### config.mk
export PLATFORM = sky130hd
export DESIGN_NAME = seven_segment_capture_scan
export DESIGN_NICKNAME = d
export VERILOG_FILES = /design/src/rtl/seven_segment_capture_scan.sv
export SDC_FILE = /design/constraint.sdc
export NUM_CORES = 1
export LEC_CHECK = 0
export ABC_AREA = 1
export BUFFER_PORTS_ARGS = -buffer_cell sky130_fd_sc_hd__buf_2
export CAP_MARGIN = 15
export CORE_UTILIZATION = 39
export CTS_CLUSTER_SIZE = 28
export DETAILED_ROUTE_END_ITERATION = 7
export HOLD_SLACK_MARGIN = 0.02
export SLEW_MARGIN = 0
export SYNTH_ARGS = -nofsm -noshare
export SYNTH_HDL_FRONTEND = slang
export SYNTH_SLANG_ARGS = --single-unit
### constraint.sdc
create_clock -name clk -period 4.1 [get_ports clk]
set_input_delay 0.615 -clock clk [delete_from_list [all_inputs] [get_ports clk]]
set_output_delay 0.615 -clock clk [all_outputs]
set_load 0.03 [all_outputs]
### src/rtl/seven_segment_capture_scan.sv
// Seven-segment adapter: captures lab_top's multiplexed {abcdefgh, digit}
// stream into sticky per-digit registers, drives them onto static display
// buses, and rescans them onto a multiplexed display with ghost-suppression
// blanking and PWM brightness.
module seven_segment_capture_scan #(
  parameter int w_digit          = 4,
  parameter int slot_cycles      = 12500,
  parameter int blank_cycles     = 16,
  parameter int w_brightness     = 4,
  parameter bit seg_active_low   = 1'b1,
  parameter bit digit_active_low = 1'b0,
  parameter bit reverse_bits     = 1'b1,
  localparam int IDX_W = (w_digit > 1) ? $clog2(w_digit) : 1
) (
  input  logic                    clk,
  input  logic                    rst,
  input  logic [7:0]              abcdefgh,
  input  logic [w_digit-1:0]      digit,
  input  logic                    clear,
  input  logic [w_brightness-1:0] brightness,
  output logic [8*w_digit-1:0]    static_seg,
  output logic [7:0]              scan_seg,
  output logic [w_digit-1:0]      scan_digit,
  output logic [IDX_W-1:0]        scan_index
);

  localparam int SLOT_W  = $clog2(slot_cycles + 1);
  localparam int PH_W    = SLOT_W;
  localparam int PROD_W  = SLOT_W + w_brightness;
  localparam int ON_SPAN = slot_cycles - blank_cycles;

  localparam logic [7:0]         SEG_OFF = seg_active_low ? 8'hFF : 8'h00;
  localparam logic [w_digit-1:0] DIG_OFF = digit_active_low ? '1 : '0;

  // Bit order and polarity applied to a captured pattern before it hits pins.
  function automatic logic [7:0] fmt_seg(input logic [7:0] raw);
    logic [7:0] ordered;
    for (int b = 0; b < 8; b++) begin
      ordered[b] = reverse_bits ? raw[7-b] : raw[b];
    end
    return seg_active_low ? ~ordered : ordered;
  endfunction

  logic [7:0]              cap_p1 [w_digit];
  logic [PH_W-1:0]         phase_p0;
  logic [IDX_W-1:0]        idx_p0;
  logic [w_brightness-1:0] b_lat_p0;
  logic [w_brightness-1:0] b_eff_p0;
  logic [PROD_W-1:0]       span_prod_p0;
  logic [PROD_W-1:0]       on_len_p0;
  logic [PROD_W-1:0]       phase_ext_p0;
  logic                    lit_p0;

  // ---- stage p1: sticky capture; clear beats a same-cycle capture
  always_ff @(posedge clk or posedge rst) begin
    if (rst) begin
      for (int i = 0; i < w_digit; i++) cap_p1[i] <= '0;
    end else if (clear) begin
      for (int i = 0; i < w_digit; i++) cap_p1[i] <= '0;
    end else begin
      for (int i = 0; i < w_digit; i++) begin
        if (digit[i]) cap_p1[i] <= abcdefgh;
      end
    end
  end

  // ---- stage p2: static per-digit output registers
  always_ff @(posedge clk or posedge rst) begin
    if (rst) begin
      static_seg <= {w_digit{SEG_OFF}};
    end else begin
      for (int i = 0; i < w_digit; i++) static_seg[8*i +: 8] <= fmt_seg(cap_p1[i]);
    end
  end

  // Slot phase counter, digit index and brightness latched at slot start.
  always_ff @(posedge clk or posedge rst) begin
    if (rst) begin
      phase_p0 <= '0;
      idx_p0   <= '0;
      b_lat_p0 <= '0;
    end else begin
      if (phase_p0 == '0) b_lat_p0 <= brightness;
      if (phase_p0 == PH_W'(slot_cycles - 1)) begin
        phase_p0 <= '0;
        idx_p0   <= (idx_p0 == IDX_W'(w_digit - 1)) ? '0 : idx_p0 + 1'b1;
      end else begin
        phase_p0 <= phase_p0 + 1'b1;
      end
    end
  end

  // ---- stage p0: decode BLANK / ON / DARK from the current phase.
  // At phase 0 the latch is being loaded this cycle, so use the live input
  // so a zero-length blank still sees the new slot's brightness.
  always_comb begin
    b_eff_p0     = (phase_p0 == '0) ? brightness : b_lat_p0;
    span_prod_p0 = PROD_W'(ON_SPAN) * PROD_W'(b_eff_p0);
    if (&b_eff_p0) on_len_p0 = PROD_W'(ON_SPAN);
    else           on_len_p0 = span_prod_p0 >> w_brightness;
    phase_ext_p0 = PROD_W'(phase_p0);
    lit_p0 = (phase_ext_p0 >= PROD_W'(blank_cycles)) &&
             (phase_ext_p0 <  PROD_W'(blank_cycles) + on_len_p0);
  end

  // ---- stage p1: registered scan outputs, index kept aligned with enables
  always_ff @(posedge clk or posedge rst) begin
    if (rst) begin
      scan_digit <= DIG_OFF;
      scan_seg   <= SEG_OFF;
      scan_index <= '0;
    end else begin
      scan_index <= idx_p0;
      if (lit_p0) begin
        scan_digit <= DIG_OFF ^ (w_digit'(1) << idx_p0);
        scan_seg   <= fmt_seg(cap_p1[idx_p0]);
      end else begin
        scan_digit <= DIG_OFF;
        scan_seg   <= SEG_OFF;
      end
    end
  end

endmodule

* Word level (Yosys, flattened, before mapping)
Index checks and enable logic that the tools add are counted.
** Cells by class
- Add/subtract/negate cells :: 3
- $mul :: 1
- $lt $le $gt $ge :: 3
- Eq/ne operators :: 2
- Shift-type cells :: 1
- Multiplexer cells :: 14
- Bitwise operators :: 6
- Reduce and logical (&&, ||, !) cells :: 7
** Operators with widths (number)
- 8-bit 2-to-1 mux :: 7
- 8-bit inverter :: 5
- 32-bit 2-to-1 mux :: 1
- 14-bit 2-to-1 mux :: 2
- 5-bit by 18-bit adder with 18-bit output, first input constant :: 1
- 14-bit by 18-bit < comparator with 1-bit output :: 1
- 8-bit binary-select mux with 2-bit select :: 1
- 12-bit by 4-bit multiplier with 16-bit output, first input constant :: 1
- 14-bit by 1-bit adder with 14-bit output, second input constant :: 1
- 14-bit equality test, second input constant :: 1
- 14-bit by 5-bit >= comparator with 1-bit output, second input constant :: 1
- 14-bit zero test :: 1
- 4-bit 2-to-1 mux :: 2
- 2-bit nonzero test :: 4
- 4-bit AND reduction :: 1
- 1-bit by 2-bit left shift with 4-bit output, first input constant :: 1
- 3-bit >= comparator, second input constant :: 1
- 2-bit inverter with 3-bit output :: 1
- 2-bit by 1-bit adder with 2-bit output, second input constant :: 1
- 2-bit equality test, second input constant :: 1
- 2-bit 2-to-1 mux :: 1
- 1-bit logical AND :: 1
** Word-level totals
- Register bits after elaboration :: 98
- Input port bits :: 19

* Logic depth before layout (Yosys ltp)
Gate-level depths: netlist (run 1).
- Depth in word-level cells :: 8
- Depth in mapped cells :: 31
- Depth with buffers taken out :: 31

* Worst setup path after synthesis (run 1)
Ideal clock, no wire load.
- Kind :: register to register
- Start point :: register phase_p0[0]
- End point :: register scan_digit[0]
- Library setup time :: 0.069 ns
- Data arrival time :: 3.942 ns
- Data required time :: 4.031 ns
- Setup slack :: 0.090 ns
- Stages on the path, launching flop included :: 25
- Buffers on the path :: 0
- Clock period less this slack :: 4.010 ns
- Path through :: dfrtp_1 -> inv_1 -> ha_1 -> nand2_4 -> nor2_4 -> nand2_4 -> mux2_2 -> ha_1 -> ha_1 -> ha_1 -> nand2_1 -> a21oi_2 -> nand2_1 -> a21oi_2 -> nand3_1 -> nor3_2 -> xor2_1 -> ha_1 -> a21oi_1 -> nor3_1 -> a211oi_1 -> nand2_2 -> nand2_4 -> nand2_4 -> nor2_2
** Between the ends
- Longest elaborated chain between the ends :: 8
- Elaborated cells on any way between the ends :: 10
- Classes of those cells :: 1 x add/sub; 1 x mul; 2 x order compare; 3 x mux; 3 x reduce/logical
** Ends and longest elaborated chain
- from (decl) :: line 45 : logic [PH_W-1:0] phase_p0;
- from (signal assigned) :: line 88 : phase_p0 <= phase_p0 + 1'b1;
- 14-bit zero test (*) :: line 97 : b_eff_p0 = (phase_p0 == '0) ? brightness : b_lat_p0;
- 4-bit 2-to-1 mux (*)
- named net b_eff_p0[3] :: line 48 : logic [w_brightness-1:0] b_eff_p0;
- 12-bit by 4-bit multiplier with 16-bit output / 4-bit AND reduction (equally long branches) :: line 98, 99
- 14-bit 2-to-1 mux (*) :: line 99 : if (&b_eff_p0) on_len_p0 = PROD_W'(ON_SPAN);
- 5-bit by 18-bit adder with 18-bit output (*) :: line 103 : (phase_ext_p0 < PROD_W'(blank_cycles) + on_len_p0);
- 14-bit by 18-bit < comparator with 1-bit output (*) :: line 103
- 1-bit logical AND (*) :: line 102 : lit_p0 = (phase_ext_p0 >= PROD_W'(blank_cycles)) &&
- 4-bit 2-to-1 mux (*) :: line 114 : if (lit_p0) begin
- to (signal assigned) :: line 115 : scan_digit <= DIG_OFF ^ (w_digit'(1) << idx_p0);
- to (decl) :: line 23 : output logic [w_digit-1:0] scan_digit,
The timed path passes the listed nets; every way through them passes the cells marked *.
A chain may end at the register's enable or synchronous reset.

* Final worst setup path (run 1)
- Start point :: register phase_p0[0]
- End point :: register scan_digit[3]
Same word-level chain as after synthesis.

==> results.md, run 1 <==
* Crit-path slowest cell: dfrtp_1
* Most instantiated library cell after synthesis: nand2_1
* Met3 track demand over resource at 4.25%
* Syn avg cell area at 9.61 sq um
* Slew @ Worst Pin at 0.883 ns
* Post-DR vias/cell at 4.97
* Prevailing post-synth register cell: dfrtp_1
* Power density cells at 373 nW/um^2
* Cell Area, Synth at 4720 sq um
* Root buffer cell: clkbuf_16
* Seq/Total Area, Yosys at 53.0%
* Die height at 112 microns
* Library cells used by synthesis at 35
* Met2 Use GR at 32.2%
* Initial DRC count at 135
* Failing checks: DRC
* Synth Net Count at 540
* WL/cell at 15.5 microns
* Placed Instances at 717
* Final setup vio count at 0
* Area share of fa/ha/maj cells after synthesis at 7.95%
* GPL Wtd Cong at 0.835
* Max_cap viols at 0
* Num rows at 39
* Post-synth EDFFs at 0
* Largest net degree at the start of global routing at 42
* Compound-cell area share of the yosys netlist at 10.1%
* CP dominant cell by count: nand2_4
* DR pass1 iterations at 6
* GR peak layer: met2
* Worst VDD drop at 282 uV
* Sw frac at 27.5%
* Worst Path Max Fanout at 5
* Seq pwr share at 47.0%
* Seq cells post-synth at 98
* Combinational power share at 14.3%
* WP buf/inv at 3
* Port buffer count at 64
* Worst-path clk slew at 0.07 ns
* Horiz. Die Dim at 112 microns
* Final number of hold-violating endpoints at 0
* Worst-Skew Late Latency at 0.36 ns
* Hold_ws at 0.304 ns
* DRC at 3
* Grt total ovfl at 0
* Diodes inserted at 0
* CP delay by family, top: adder cells
* Simple logic cell fraction of the synthesized area at 19.9%
* Global-route met1 utilization at 23.7%
* Cell taking the most area after synthesis: dfrtp_1
* Clock power share at 38.7%
* Finished Layout Cells at 740
* Cells after Synth at 491
* Inserted Clock Buffers at 9
* Switching power at 0.613 mW
* Core area at 11,600 sq um
* Asr flop ratio synth at 100%
* Worst stage delay on the critical path at 0.38 ns
* Setup Crit Path Kind: reg -> reg
* Setup crit end kind: flip-flop
* Vias at 3,677
* Largest family of logic cells by synthesized area: simple AND/OR/NAND/NOR gates
* Synth area leaders: dfrtp_1 31%, dfstp_2 22%, ha_1 8.0%, nand2_1 6.9%, inv_1 6.3%
* Pint at 1.61 mW
* Clock Tree Buf Depth at 2
* DIE AREA at 12,500 sq um
* Sink Count at 98
* Vias in the first global route at 3,761
* TritonCTS clock tree: yes
* CP required at 4.38 ns
* Layout area overhead at 26.6%
* Initial Utilization at 40.6%
* Layout cells sized above 1 at 38.0%
* Worst setup margin at 0.0358 ns
* Pre-CTS WS at -0.109 ns
* Total Wirelength at 11,500 microns
* Setup Skew at 0.0112 ns
* Leak at 2.80 nW
* Final Cycle Share at 99.1%
* Hold crit path type: in -> async
* Startpoint Class: flip-flop
* H-tree depth at 3
* Synth Area in XOR/XNOR at 1.86%
* Total Negative Setup Slacks at 0 ns
* Post-DRT Antenna Nets at 0
* Post-DP HPWL at 8240 microns
* Yosys top cell area share at 30.8%
* Slew Limit Fails at 0
* Status: complete, but fails checks
* Top cells by count, synth: 87 x nand2_1, 79 x inv_1, 58 x dfrtp_1, 58 x o21ai_0, 40 x dfstp_2
* Warnings from Yosys at 0
* Initial antenna violation count at 0
* IO Pins at 65
* Slew headroom at 40.8%
* Unrepaired setup endpoints after global routing: true
* Nets at 641
* Mux contribution to synthesized area at 0.239%
* Final critical-path required period at 4.06 ns
* Critical path arrival at 4.35 ns
* First-pass GRT wire length at 18,200 microns
* Total GRT Usage at 18.9%
* Peak Freq at 0.246 GHz
-- sequential cells by signal (all words and copies together), names as in the netlist --
| signal | count |
|---|---|
| b_lat_p0 | 4 |
| cap_p1 | 32 |
| idx_p0 | 2 |
| phase_p0 | 14 |
| scan_digit | 4 |
| scan_index | 2 |
| scan_seg | 8 |
| static_seg | 32 |
-- path summary, 6_finish.rpt --
kind	from	end	slack, ns	cells past startpoint
max in group asynchronous	rst	scan_seg[5]	2.97	3
max reg2reg	phase_p0[0]	scan_digit[3]	0.04	25
min in group clk	cap_p1[11]	static_seg[20]	0.39	1
max	phase_p0[0]	scan_digit[3]	0.04	25
min reg2reg	cap_p1[11]	static_seg[20]	0.39	1
min	rst	cap_p1[6]	0.30	2
-- cell type report --
type,count,area (sq um)
repair buffers,93,546
flip-flops and latches,98,2500
clock inverters,6,73.8
fillers,1054,5640
well taps,143,179
inverters,83,314
clock buffers,10,229
multi-input cells,307,2130
-- layout by cell type (no fill, tap or decap), types with 2 or more instances in the layout --
master | netlist | final
a21oi_1 | 26 | 24
a21oi_2 | 2 | 3
buf_2 | 0 | 64
buf_4 | 0 | 27
buf_6 | 0 | 2
clkbuf_16 | 0 | 9
clkinv_1 | 2 | 2
clkinvlp_4 | 0 | 2
dfrtp_1 | 58 | 58
dfstp_2 | 40 | 40
ha_1 | 30 | 20
ha_2 | 0 | 4
ha_4 | 0 | 6
inv_1 | 79 | 75
inv_2 | 2 | 5
nand2_1 | 87 | 81
nand2_2 | 1 | 7
nand2_4 | 12 | 13
nand3_1 | 20 | 15
nand3_2 | 6 | 9
nand3_4 | 0 | 2
nand4_1 | 4 | 4
nor2_1 | 20 | 16
nor2_2 | 6 | 7
nor2_4 | 2 | 5
nor2_8 | 2 | 2
nor3_1 | 6 | 2
nor3_2 | 3 | 7
o21ai_0 | 58 | 57
xnor2_1 | 6 | 5
xor2_1 | 4 | 4
-- cell families after synthesis --
logic type | after synthesis
AO/OA/AOI/OAI | 91
adder cells (fa/ha/maj) | 30
buffers and inverters | 87
flip-flops | 98
XOR/XNOR | 10
AND/OR/NAND/NOR | 174
multiplexers | 1
-- per-layer routing --
metal  part of all wire, %  wire [microns]  vias up
met5                     0               0        -
met4                   2.0             228        0
met3                   4.2             479       17
met2                    51            5810       84
met1                    43            4930     1797
li1                      -               -     1779
-- through the flow --
| step | utilization (%) | power, mW | area (sq um) |
|---|---|---|---|
| 2_1_floorplan | - | 1.25 | 4720 |
| 3_3_place_gp | 46.3 | 1.33 | 5380 |
| 3_5_place_dp | 46.3 | 1.34 | 5380 |
| 4_1_cts | 49.9 | 2.22 | 5800 |
| 5_1_grt | 51.4 | 2.32 | 5970 |
| 6_report | 51.4 | 2.23 | 5970 |
-- power groups by stage --
stage | clock, mW | combinational, mW | sequential [mW]
floorplan | 0 | 0.139 | 1.11
global placement | 0 | 0.266 | 1.06
detailed placement | 0 | 0.274 | 1.06
CTS | 0.882 | 0.290 | 1.05
global route | 0.920 | 0.350 | 1.05
finish | 0.862 | 0.318 | 1.05
-- repair_timing --
action | in CTS | in global routing
setup buffers | 4 | 2
cloned | 1 | 0
pin swaps | 19 | 27
resized for setup | 18 | 35
hold buffers | 0 | 0
setup endpoints to repair | 12 | 12
Note: power is estimated with default switching activity, not from simulation.
==> run 2, diff against run 1 <==
--- a/config.mk
+++ b/config.mk
@@ -8,10 +8,11 @@
 export ABC_AREA = 1
 export BUFFER_PORTS_ARGS = -buffer_cell sky130_fd_sc_hd__buf_2
 export CAP_MARGIN = 15
-export CORE_UTILIZATION = 39
+export CORE_UTILIZATION = 52
 export CTS_CLUSTER_SIZE = 28
 export DETAILED_ROUTE_END_ITERATION = 7
 export HOLD_SLACK_MARGIN = 0.02
+export PLACE_DENSITY = 0.76
 export SLEW_MARGIN = 0
 export SYNTH_ARGS = -nofsm -noshare
 export SYNTH_HDL_FRONTEND = slang
==> results.md, run 2 (same netlist as run 1, synthesis figures left out) <==
* CP required at 4.38 ns
* Worst stage delay on the critical path at 0.40 ns
* WL/cell at 14.9 microns
* Total Negative Setup Slacks at 0 ns
* Total GRT Usage at 23.2%
* Layout cells sized above 1 at 36.1%
* Crit-path slowest cell: dfrtp_1
* H-tree depth at 3
* Filler instances at 702
* Post-Place Cell Area at 5320 sq um
* Final critical-path required period at 4.02 ns
* Layout area overhead at 22.0%
* Post-DRT Antenna Nets at 0
* First-pass GRT wire length at 17,300 microns
* Max_cap viols at 0
* Hold_ws at 0.379 ns
* Power density cells at 336 nW/um^2
* IO Pins at 65
* Startpoint Class: flip-flop
* Port buffer count at 64
* Slew @ Worst Pin at 0.890 ns
* Final setup vio count at 0
* DR pass1 iterations at 4
* Register area at 2500 sq um
* Root buffer cell: clkbuf_8
* Nets at 645
* Vias in the first global route at 3,739
* Status: completed
* CP delay by family, top: adder cells
* Initial Utilization at 53.9%
* Largest net degree at the start of global routing at 50
* CP dominant cell by count: nand2_1
* Inserted Clock Buffers at 9
* Vias at 3,677
* Multi-input gate area at 2050 sq um
* Final Cycle Share at 98.1%
* Leak at 2.76 nW
* Peak Freq at 0.249 GHz
* Post-layout util at 65.7%
* Num rows at 34
* Most common cell after layout, fill and taps aside: nand2_1
* Final number of hold-violating endpoints at 0
* Slew Limit Fails at 0
* Critical path arrival at 4.31 ns
* DIE AREA at 9460 sq um
* Horiz. Die Dim at 97.3 microns
* Finished Cell Area at 5760 sq um
* Setup crit end kind: flip-flop
* DRC at 0
* Initial DRC count at 243
* Unrepaired setup endpoints after global routing: true
* Worst-Skew Late Latency at 0.36 ns
* TritonCTS clock tree: yes
* Sink Count at 98
* Initial antenna violation count at 0
* Slew headroom at 40.3%
* Post-DR vias/cell at 5.19
* Highest-count cells in the layout ignoring fill and taps: 85 x nand2_1, 74 x inv_1, 64 x buf_2, 58 x dfrtp_1, 57 x o21ai_0
* Die height at 97.3 microns
* Diodes inserted at 0
* Finished Layout Cells at 709
* Setup Crit Path Kind: reg -> reg
* Top flop regs: cap_p1 x32, static_seg x32, phase_p0 x14
* Grt total ovfl at 0
* Post-DP HPWL at 7610 microns
* Core area at 8760 sq um
* GPL Wtd Cong at 0.848
* Setup Skew at 0.0120 ns
* Total Wirelength at 10,600 microns
* Clock Tree Buf Depth at 2
* Placed Instances at 680
* Worst VDD drop at 235 uV
* Worst-path clk slew at 0.10 ns
* Worst Path Max Fanout at 5
* WP buf/inv at 6
* Hold crit path type: in -> async
## run 2: changes by cell type in the layout (fill, tap and decap cells not counted), sizes merged
cell      change
buf           +4
clkinv        +3
clkinvlp      -2
bufinv        -1
clkbuf        -1
inv           +1
## run 2: area by class of cell
cell class | instances | area share (%)
Inverter | 83 | 5.43
Tap cell | 108 | 2.35
Timing Repair Buffer | 97 | 9.87
Clock inverter | 7 | 1.15
Clock buffer | 9 | 2.15
Sequential cell | 98 | 43.5
Multi-Input combinational cell | 307 | 35.6
## run 2: what timing repair did
action,4_1_cts,5_1_grt
hold buffers,0,0
setup endpoints to repair,12,12
gates resized for setup,13,20
buffers inserted,4,8
pin swaps,16,21
cloned,1,0
## run 2: layer usage
layer  global-route usage [%]  up-vias  share of wire [%]
met5                        0        -                  0
met4                     8.26        0                1.3
met3                     3.81       10                3.7
met2                     40.8       87                 53
met1                     29.0     1801                 42
li1                         -     1779                  -
## run 2: final timing paths
kind	start	endpoint	slack [ns]	cells after the start
worst max-delay path	phase_p0[0]	scan_seg[0]	0.08	28
worst min-delay path	rst	cap_p1[5]	0.38	2
worst max register to register	phase_p0[0]	scan_seg[0]	0.08	28
worst min register to register	cap_p1[13]	static_seg[18]	0.40	1
max in group asynchronous	rst	scan_seg[5]	2.81	3
min in group clk	cap_p1[13]	static_seg[18]	0.40	1
## run 2: where the power goes
part	total (mW)	switching [mW]	internal [mW]	leakage, nW
combinational	0.286	0.194	0.0927	1.49
sequential	1.04	0.0200	1.02	1.18
clock	0.601	0.364	0.237	0.0982
## run 2: metrics by stage
stage	total power, mW	setup slack (ns)
after global placement	1.32	0.0414
after CTS	1.94	0.0435
after detailed placement	1.33	-0.199
after floorplan	1.25	0.0896
after global routing	2.03	-0.175
final	1.93	0.0759
==> run 3, diff against run 2 <==
--- a/config.mk
+++ b/config.mk
@@ -6,13 +6,13 @@
 export NUM_CORES = 1
 export LEC_CHECK = 0
 export ABC_AREA = 1
-export BUFFER_PORTS_ARGS = -buffer_cell sky130_fd_sc_hd__buf_2
 export CAP_MARGIN = 15
-export CORE_UTILIZATION = 52
+export CORE_UTILIZATION = 57
 export CTS_CLUSTER_SIZE = 28
 export DETAILED_ROUTE_END_ITERATION = 7
+export DONT_BUFFER_PORTS = 1
 export HOLD_SLACK_MARGIN = 0.02
-export PLACE_DENSITY = 0.76
+export PLACE_DENSITY = 0.75
 export SLEW_MARGIN = 0
 export SYNTH_ARGS = -nofsm -noshare
 export SYNTH_HDL_FRONTEND = slang
==> results.md, run 3 (same netlist as run 1, synthesis figures left out) <==
* Initial DRC count at 137
* Clock power share at 31.0%
* Power Total at 1.89 mW
* Setup Skew at 0.00922 ns
* Pint at 1.33 mW
* Worst-Skew Late Latency at 0.36 ns
* Finished Layout Cells at 635
* Power density cells at 351 nW/um^2
* Multi-input gate area at 2050 sq um
* Initial Utilization at 60.1%
* Crit-path slowest cell: dfrtp_1
* Core area at 7850 sq um
* Seq pwr share at 58.0%
* Num rows at 32
* Grt total ovfl at 0
* H-tree depth at 3
* Post-DR vias/cell at 5.47
* DRC at 0
* Crit path cell chain: or2_4 -> nor2_8 -> nand2_4 -> mux2_4 -> ha_4 -> ha_4 -> ha_4 -> nand2_4 -> a21oi_4 -> nand2_2 -> a21oi_2 -> nand3_1 -> nor3_2 -> xor2_1 -> ha_1 -> a21oi_2 -> nor3_2 -> a211oi_2 -> nand2_2 -> nand2_4 -> nand2_4 -> nor2_2
* Inserted Clock Buffers at 9
* CP required at 4.40 ns
* Layout cells sized above 1 at 28.7%
* Slew headroom at 36.2%
* Diodes inserted at 0
* Highest-count cells in the layout ignoring fill and taps: 82 x nand2_1, 74 x inv_1, 58 x dfrtp_1, 56 x o21ai_0, 40 x dfstp_2
* Hold_buf cts at 0
* IO Pins at 65
* GPL Wtd Cong at 0.879
* Most common cell after layout, fill and taps aside: nand2_1
* Combinational power share at 11.0%
* Sink Count at 98
* Vias in the first global route at 3,453
* TritonCTS clock tree: yes
* Root buffer cell: clkbuf_8
* CP dominant cell by count: nand2_4
* Unrepaired setup endpoints after global routing: true
* Critical path arrival at 4.36 ns
* Largest net degree at the start of global routing at 81
* DR pass1 iterations at 6
* Startpoint Class: flip-flop
* Cells on worst reg2reg path at 22
* Sw frac at 29.6%
* Vias at 3,476
* WP buf/inv at 0
* Initial antenna violation count at 0
* Switching power at 0.560 mW
* Status: completed
* Port buffer count at 0
* Placed Instances at 608
* Hold crit path type: in -> async
* Worst stage delay on the critical path at 0.39 ns
* Final setup vio count at 0
* Clock Tree Buf Depth at 2
* Slew @ Worst Pin at 0.957 ns
* Total Wirelength at 10,200 microns
* Max_cap viols at 0
* Filler instances at 620
* Nets at 577
* FF-to-FF End: scan_digit[2]
* Worst Path Max Fanout at 5
* Register area at 2500 sq um
* Leak at 2.52 nW
* Hold_ws at 0.339 ns
* R2R Path Start: phase_p0[13]
* Horiz. Die Dim at 93.0 microns
* DIE AREA at 8650 sq um
* Peak Freq at 0.247 GHz
* Setup crit end kind: flip-flop
* Reg2Reg Setup Slack at 0.04 ns
* Final critical-path required period at 4.06 ns
* First-pass GRT wire length at 16,700 microns
* WL/cell at 16.1 microns
* Total GRT Usage at 25.3%
* Setup Crit Path Kind: reg -> reg
* Top flop regs: cap_p1 x32, static_seg x32, phase_p0 x14
* Post-DP HPWL at 7290 microns
* Worst VDD drop at 285 uV
* Slew Limit Fails at 0
* Worst-path clk slew at 0.10 ns
* CP delay by family, top: simple AND/OR/NAND/NOR gates
* Layout area overhead at 14.3%
* Final number of hold-violating endpoints at 0
* Final Cycle Share at 98.9%
* Die height at 93.0 microns
* Post-DRT Antenna Nets at 0
==> run 3: cell count changes in the layout (fill, tap and decap cells not counted), sizes merged <==
| cell | previous run | this run |
|---|---|---|
| clkinvlp | 0 | 1 |
| clkinv | 6 | 4 |
| buf | 97 | 29 |
| clkbuf | 9 | 10 |
==> run 3: what timing repair did <==
action                                  4_1_cts  5_1_grt
gates cloned                                  1        0
buffers inserted                              7        3
endpoints found under the setup margin       12       12
pin swaps                                    24       18
gates resized for setup                      22       16
==> run 3: final cells by class <==
cell class / count / share of cell area, %
well taps: 102 / 2.37
multi-input cells: 307 / 38.0
repair buffers: 29 / 4.04
inverters: 83 / 5.82
clock buffers: 10 / 2.37
clock inverters: 6 / 1.04
flip-flops and latches: 98 / 46.4
==> run 3: worst max-delay path by stage <==
stage	start	end	slack (ns)	depth (start not counted)
detailed placement	phase_p0[0]	scan_digit[2]	-0.26	24
CTS	phase_p0[1]	scan_digit[2]	-0.04	24
global placement	phase_p0[0]	scan_digit[2]	-0.002	24
floorplan	phase_p0[0]	scan_digit[0]	0.09	24
global route	phase_p0[13]	scan_digit[2]	-0.16	26
finish	phase_p0[13]	scan_digit[2]	0.04	22
==> run 3: power groups by stage <==
stage	registers (mW)	clock network [mW]	logic, mW
after CTS	1.10	0.596	0.202
final	1.10	0.588	0.208
after detailed placement	1.12	0	0.189
after global routing	1.10	0.634	0.238
after floorplan	1.11	0	0.139
after global placement	1.11	0	0.180
==> run 3: layer usage <==
metal / vias to the layer above / track usage (%) / routed length (microns) / share of wire, %
met1: 1731 / 32.1 / 4320 / 42
met5: - / 0 / 0 / 0
met3: 17 / 5.45 / 461 / 4.5
met2: 84 / 42.6 / 5240 / 51
li1: 1644 / - / - / -
met4: 0 / 9.49 / 214 / 2.1
==> run 3: per-stage QoR <==
| stage | utilization (%) | cell area (sq um) | setup TNS (ns) | setup slack (ns) |
|---|---|---|---|---|
| after floorplan | - | 4720 | 0 | 0.0896 |
| after global placement | 63.4 | 4980 | -0.00481 | -0.00245 |
| after detailed placement | 63.4 | 4980 | -2.62 | -0.264 |
| after CTS | 67.6 | 5310 | -0.123 | -0.0430 |
| after global routing | 68.8 | 5400 | -1.27 | -0.157 |
| final | 68.8 | 5400 | 0 | 0.0444 |
